## config.mk

```make
export PLATFORM = sky130hd
export DESIGN_NAME = mem_arbiter
export DESIGN_NICKNAME = d
export VERILOG_FILES = /design/src/rtl/mem_pkg.sv /design/src/rtl/mem_arbiter.sv
export SDC_FILE = /design/constraint.sdc
export NUM_CORES = 1
export LEC_CHECK = 0
export BUFFER_PORTS_ARGS = -buffer_cell sky130_fd_sc_hd__buf_2
export CAP_MARGIN = 30
export CORE_AREA = 3 3 338 340
export DETAILED_ROUTE_END_ITERATION = 10
export DIE_AREA = 0 0 341 343
export GPL_TIMING_DRIVEN = 0
export SLEW_MARGIN = 20
export SYNTH_ARGS = -nofsm -noshare
export SYNTH_HDL_FRONTEND = slang
export SYNTH_SLANG_ARGS = --single-unit
```

## constraint.sdc

```tcl
create_clock -name clk -period 17.1 [get_ports clk]
set_input_delay 3.42 -clock clk [delete_from_list [all_inputs] [get_ports clk]]
set_output_delay 3.42 -clock clk [all_outputs]
set_load 0.02 [all_outputs]
```

## src/rtl/mem_pkg.sv

```systemverilog
// mem_pkg: constants shared by the memory arbiter and its clients.
//   ADDR_W_DEF / DATA_W_DEF : default block address / block data widths
//   state_e                 : arbiter FSM state encoding
//   CL_I / CL_D             : client identifiers (I-cache / D-cache)
package mem_pkg;

  localparam int ADDR_W_DEF = 28;
  localparam int DATA_W_DEF = 128;

  typedef enum logic [1:0] {
    S_IDLE  = 2'd0,
    S_ISSUE = 2'd1,
    S_RESP  = 2'd2
  } state_e;

  localparam logic CL_I = 1'b0;
  localparam logic CL_D = 1'b1;

endpackage

```

## src/rtl/mem_arbiter.sv

```systemverilog
// mem_arbiter: two-client (I-cache / D-cache) block arbiter onto one shared
// memory port. One transaction in flight at a time; ties go round-robin.
//   clk, proc_reset            : clock, async active-high reset
//   i_mem_* / d_mem_*          : client request (read/write/addr/wdata) in,
//                                rdata/ready out (ready is a one-cycle pulse)
//   mem_read/write/addr/wdata  : registered memory request out
//   mem_rdata, mem_ready       : memory response in
module mem_arbiter
  import mem_pkg::*;
#(
  parameter int ADDR_W = ADDR_W_DEF,
  parameter int DATA_W = DATA_W_DEF
) (
  input  logic              clk,
  input  logic              proc_reset,
  input  logic              i_mem_read,
  input  logic              i_mem_write,
  input  logic [ADDR_W-1:0] i_mem_addr,
  input  logic [DATA_W-1:0] i_mem_wdata,
  output logic [DATA_W-1:0] i_mem_rdata,
  output logic              i_mem_ready,
  input  logic              d_mem_read,
  input  logic              d_mem_write,
  input  logic [ADDR_W-1:0] d_mem_addr,
  input  logic [DATA_W-1:0] d_mem_wdata,
  output logic [DATA_W-1:0] d_mem_rdata,
  output logic              d_mem_ready,
  output logic              mem_read,
  output logic              mem_write,
  output logic [ADDR_W-1:0] mem_addr,
  output logic [DATA_W-1:0] mem_wdata,
  input  logic [DATA_W-1:0] mem_rdata,
  input  logic              mem_ready
);

  state_e              state_q, state_d;
  logic                mem_read_q, mem_read_d;
  logic                mem_write_q, mem_write_d;
  logic [ADDR_W-1:0]   mem_addr_q, mem_addr_d;
  logic [DATA_W-1:0]   mem_wdata_q, mem_wdata_d;
  logic [DATA_W-1:0]   rdata_r, rdata_d;
  logic                grant_r, grant_d;
  logic                last_grant_r, last_grant_d;
  logic                i_req, d_req, sel;

  always_comb begin
    i_req = i_mem_read | i_mem_write;
    d_req = d_mem_read | d_mem_write;
    // On a tie, favour whoever was not served last; otherwise the sole requester.
    if (i_req && d_req) sel = (last_grant_r == CL_I) ? CL_D : CL_I;
    else                sel = d_req ? CL_D : CL_I;

    state_d      = state_q;
    mem_read_d   = mem_read_q;
    mem_write_d  = mem_write_q;
    mem_addr_d   = mem_addr_q;
    mem_wdata_d  = mem_wdata_q;
    rdata_d      = rdata_r;
    grant_d      = grant_r;
    last_grant_d = last_grant_r;

    case (state_q)
      S_IDLE: begin
        if (i_req || d_req) begin
          state_d      = S_ISSUE;
          grant_d      = sel;
          last_grant_d = sel;
          // Write takes priority if a client raises both lines.
          if (sel == CL_D) begin
            mem_write_d = d_mem_write;
            mem_read_d  = d_mem_read & ~d_mem_write;
            mem_addr_d  = d_mem_addr;
            mem_wdata_d = d_mem_wdata;
          end else begin
            mem_write_d = i_mem_write;
            mem_read_d  = i_mem_read & ~i_mem_write;
            mem_addr_d  = i_mem_addr;
            mem_wdata_d = i_mem_wdata;
          end
        end
      end
      S_ISSUE: begin
        // Client lines are deliberately not looked at here.
        if (mem_ready) begin
          if (mem_read_q) rdata_d = mem_rdata;
          mem_read_d  = 1'b0;
          mem_write_d = 1'b0;
          state_d     = S_RESP;
        end
      end
      // Clients retarget their request during this cycle, so no sampling.
      S_RESP:  state_d = S_IDLE;
      default: state_d = S_IDLE;
    endcase
  end

  always_ff @(posedge clk or posedge proc_reset) begin
    if (proc_reset) begin
      state_q      <= S_IDLE;
      mem_read_q   <= 1'b0;
      mem_write_q  <= 1'b0;
      mem_addr_q   <= '0;
      mem_wdata_q  <= '0;
      rdata_r      <= '0;
      grant_r      <= CL_I;
      last_grant_r <= CL_D;
    end else begin
      state_q      <= state_d;
      mem_read_q   <= mem_read_d;
      mem_write_q  <= mem_write_d;
      mem_addr_q   <= mem_addr_d;
      mem_wdata_q  <= mem_wdata_d;
      rdata_r      <= rdata_d;
      grant_r      <= grant_d;
      last_grant_r <= last_grant_d;
    end
  end

  assign mem_read    = mem_read_q;
  assign mem_write   = mem_write_q;
  assign mem_addr    = mem_addr_q;
  assign mem_wdata   = mem_wdata_q;
  assign i_mem_rdata = rdata_r;
  assign d_mem_rdata = rdata_r;
  assign i_mem_ready = (state_q == S_RESP) && (grant_r == CL_I);
  assign d_mem_ready = (state_q == S_RESP) && (grant_r == CL_D);

endmodule

```

## Word-level counts from Yosys, hierarchy flattened

Index checks and enable logic that the tools add are counted.

- Logic and storage cells: 44
- Register bits: 290
- Output and inout port bits: 416

- Bitwise logic cells: 7
- Muxes and demuxes: 15
- Reductions and logical operators: 10
- Equal/unequal tests: 4

Operators by type and width:

| kind | number |
|---|---|
| $mux W128 | 1 |
| $mux W28 | 1 |
| $mux W1 | 8 |
| $reduce_and A3 Y1 | 2 |
| $mux W2 | 2 |
| $ne A2 B2 Y1 const B | 2 |
| $pmux W1 S2 | 2 |
| $pmux W2 S2 | 1 |
| $reduce_and A2 Y1 | 2 |
| $logic_and A1 B1 Y1 | 3 |
| $not A1 Y1 | 3 |
| $and A1 B1 Y1 | 2 |
| $eq A2 B1 Y1 const B | 1 |
| $eq A2 B2 Y1 const B | 1 |
| $logic_not A2 Y1 | 1 |
| $or A1 B1 Y1 | 2 |
| $reduce_bool A2 Y1 | 1 |
| $logic_or A1 B1 Y1 | 1 |

## Depth between registers and ports, before layout

- Depth after elaboration: 6
- Gate-level depth with buffers: 6
- Gate-level depth less buffers: 4

## Worst setup path before layout

Ideal clock, no wire load.

- Kind: input to register
- From: in d_mem_read
- To: reg mem_wdata_q[10] (netlist: mem_wdata[10])
- Stages on the path: 6
- Setup time: 131 ps
- Setup slack: 12,547 ps
- Arrival time: 4,422 ps
- Cells stage by stage: or2_1 -> clkbuf_1 -> buf_2 -> buf_1 -> a311oi_1 -> a2bb2oi_1

- Word-level cells in the longest chain between the ends: 4
- Elaborated cells on any way between the ends: 7
- Classes of those cells: mux (3); bitwise (1); reduce/logical (3)

Ends and longest elaborated chain:

| what | line | source |
|---|---|---|
| from (decl) | mem_arbiter.sv:22 | `input logic d_mem_read,` |
| $or A1 B1 Y1 (*) | mem_arbiter.sv:48 | `d_req = d_mem_read \| d_mem_write;` |
| $mux W1 / $logic_and A1 B1 Y1 (equally long branches) | mem_arbiter.sv:51, mem_arbiter.sv:50 |  |
| $mux W1 | mem_arbiter.sv:50 | `if (i_req && d_req) sel = (last_grant_r == CL_I) ? CL_D : CL_I;` |
| $mux W128 | mem_arbiter.sv:69 | `if (sel == CL_D) begin` |
| to (signal assigned) | mem_arbiter.sv:112 | `mem_wdata_q <= mem_wdata_d;` |
| to (decl) | mem_arbiter.sv:40 | `logic [DATA_W-1:0] mem_wdata_q, mem_wdata_d;` |

Every way passes the cells marked *; elsewhere a longest branch is shown, timed or not.
A chain may end at the register's enable or synchronous reset.

## Final worst setup path

- From: in d_mem_read
- To: reg mem_wdata_q[45] (netlist: mem_wdata[45])

Same word-level chain as after synthesis.

==> qor.yml <==
finish:
  drive_above_1_share: 0.588
  final-seq-area_um2: 7260
  fin_util: 0.193
  area_delta_synth_final_pct: 54.9
  layout.nets: 2530
  fillers: 12500
  multiInputGateArea_um2: 5130
grt:
  grt_use_total: 0.157
  antenna_found_initial: 84
  grt_pass1_vias: 14200
  gr-total-overflow: 0
  grt_max_degree: 96
  grt_pass1_wl_um: 125000
setup_path:
  start_kind: "primary input"
  cp_data_arrival_time_ns: 5.79
  reg2reg_to: "mem_wdata[45]"
  critPathLaunch: "d_mem_read"
  cp_cell_sequence: "buf_2 -> or2_1 -> clkbuf_1 -> buf_2 -> clkbuf_1 -> a311oi_1 -> a2bb2oi_1"
  critPathMaxStageDelay_ns: 1.03
  r2r_cells: 6
  r2r_slack_ns: 14.20
  crit_path_end_kind: "flip-flop"
  setup.worst_path.end: "mem_wdata[45]"
  reg2reg_from: "state_q[0]"
  crit_fanout: 10
  crit_type: "in -> reg"
  worst_ep_required_time_ns: 17.51
  slowest_stage: "a311oi_1"
sta:
  whs_ns: 0.508
  fin_skew_ns: 0.0228
  slew_viol_final: 0
  relSlewSlack: 0.242
  finalCriticalPeriod_ns: 5.38
  setup_tns_ns: 0
  finalCritPeriodShare: 0.315
  setup_viol: 0
  rsz0062_at_grt: "no"
  worst_pin_slew_ns: 1.13
  fmax_mhz: 186
  hold_violations: 0
clock_tree:
  h-tree-depth: 2
  cts_sinks: 290
  cts_root_buf: "clkbuf_16"
  cts_buffers: 39
  clk_path_buf_depth: 3
  clkLatencyLatePin_ns: 0.58
  hold_buffers: 0
  clk_pin_slew_ns: 0.06
  post-cts-setup-buffers: 0
  tritoncts: "built"
  ctsResizeCount: 0
power_and_ir_drop:
  leakagePower_nw: 9.75
  power_density_nw_per_um2: 230
  irDropWorstVdd_mv: 0.0916
synth:
  seq_area_frac_synth: 0.521
  synth.most_common_cell: "dfrtp_1"
  synth_warnings: 0
  synthTopCellsByCount: "289 x dfrtp_1, 157 x o21ai_0, 156 x a2bb2oi_1, 156 x a311oi_1"
  ys_types: 28
  synthTopCellsByArea: "dfrtp_1 52%, mux2_2 10%, a2bb2oi_1 9.8%, a311oi_1 9.8%, buf_4 6.9%"
  synth_top_area_frac: 0.519
  syn-num-nets: 1622
  synth-edff-count: 0
  synthArstFlopShare: 1.00
  muxShareOfSynthArea: 0.104
  synthFlopType: "dfrtp_1"
  synth_top_family_by_area: "compound AO/OA/AOI/OAI gates"
  ys_seq_elements: 290
  synth_top_area_cell: "dfrtp_1"
  synth-simple-area-share: 0.00719
  synthCells: 1175
  netlist_area_um2: 13900
  synth.avg_cell_area_um2: 11.9
  synth-xor-area-share: 0
  yosys.area_share.adder: 0
  synth_compound_area_frac: 0.258
run:
  maxCapViolations: 0
die:
  start_util: 0.124
  core-area_um2: 112000
  ioPinCount: 863
  row_count: 123
  die_x_um: 341
  die_area_um2: 117000
  chipHeight_um: 343
detailed_routing:
  firstDrtPassIters: 4
  drc: 0
  vias: 14300
  wl_per_cell_um: 26.6
  drt_iter0_markers: 764
  drtAntennaViolNets: 0
  detail_route.vias_per_cell: 3.93
  drt_wl_total_um: 96800
placed_design:
  hpwl_um: 83000
  io_buffer_count: 862
  place_congestion: 0.876
min_path:
  min-delay-path-class: "reg -> reg"
  worstHoldStart: "last_grant_r"
status:
  status: "complete, no violations"
==> metrics by stage <==
| step | setup slack, ns | cell area, µm² | total power, mW | std cells |
|---|---|---|---|---|
| after global placement | 1.34 | 20100 | 4.16 | 3537 |
| after global routing | 11.84 | 21500 | 5.24 | 3621 |
| after floorplan | 5.68 | 13900 | 2.92 | 1175 |
| after detailed placement | 11.21 | 20200 | 4.19 | 3542 |
| after CTS | 11.81 | 21500 | 5.06 | 3612 |
| final | 11.72 | 21600 | 4.97 | 3637 |
==> worst min-delay path by stage <==
stage | slack, ns | cells past startpoint | end
2_1_floorplan | 0.47 | 1 | grant_r
3_3_place_gp | 0.49 | 1 | last_grant_r
3_5_place_dp | 0.50 | 1 | last_grant_r
4_1_cts | 0.51 | 1 | last_grant_r
5_1_grt | 0.52 | 1 | last_grant_r
6_report | 0.51 | 1 | last_grant_r
==> cell usage in the layout, fill, tap and decap left out, types with 2 or more instances in the layout <==
cell        count
a311oi_1      156
inv_6           4
buf_2         913
mux2_2        128
o2bb2ai_1       3
buf_6           2
clkinv_2        6
o21ai_0       157
clkbuf_16      39
nor2_1          2
and3b_1         2
buf_16          3
buf_1           5
nand2b_1        2
clkinv_4        3
bufinv_16       3
clkbuf_8        5
a2bb2oi_1     156
dfrtp_1       289
clkbuf_1       86
buf_4         128
clkinvlp_4      3
diode_2        25
nand2_1         2
==> routing by layer <==
metal / GRT usage / vias up / wire length [µm]
li1: - / 6299 / -
met5: 0 / - / 361
met2: 0.261 / 783 / 45900
met3: 0.0590 / 178 / 9720
met1: 0.188 / 6983 / 37800
met4: 0.0487 / 56 / 3000
==> report_power, final <==
group | switching, mW | leakage, nW | internal, mW
clock network | 0.342 | 0.622 | 0.490
registers | 0.366 | 3.34 | 1.04
logic | 1.66 | 5.78 | 1.06
==> registers in the layout, summed over array words and instances (netlist names) <==
register      count
d_mem_rdata     128
mem_read          1
last_grant_r      1
mem_write         1
grant_r           1
mem_addr         28
state_q           2
mem_wdata       128
==> logic make-up (layout without fill, tap and decap cells) <==
| group | after synthesis | in the layout |
|---|---|---|
| other cells | 0 | 25 |
| compound gates | 478 | 478 |
| buf+inv | 265 | 1202 |
| flops | 290 | 290 |
| mux | 128 | 128 |
| simple gates | 14 | 14 |
==> area by class of cell <==
| cell class | count | area share |
|---|---|---|
| Antenna cell | 25 | 0.00290 |
| Tap cell | 1500 | 0.0870 |
| Multi-Input combinational cell | 620 | 0.238 |
| Timing Repair Buffer | 867 | 0.205 |
| Clock inverter | 19 | 0.00946 |
| Inverter | 2 | 0.000696 |
| Buffer | 263 | 0.0710 |
| Clock buffer | 51 | 0.0497 |
| Sequential cell | 290 | 0.337 |
==> critical path: cells and delay by family <==
family                 cells  cell delay (ns)
AO/OA/AOI/OAI              2             1.16
AND/OR/NAND/NOR            1             0.22
buffers and inverters      4             0.95
(Power assumes the default switching activity.)
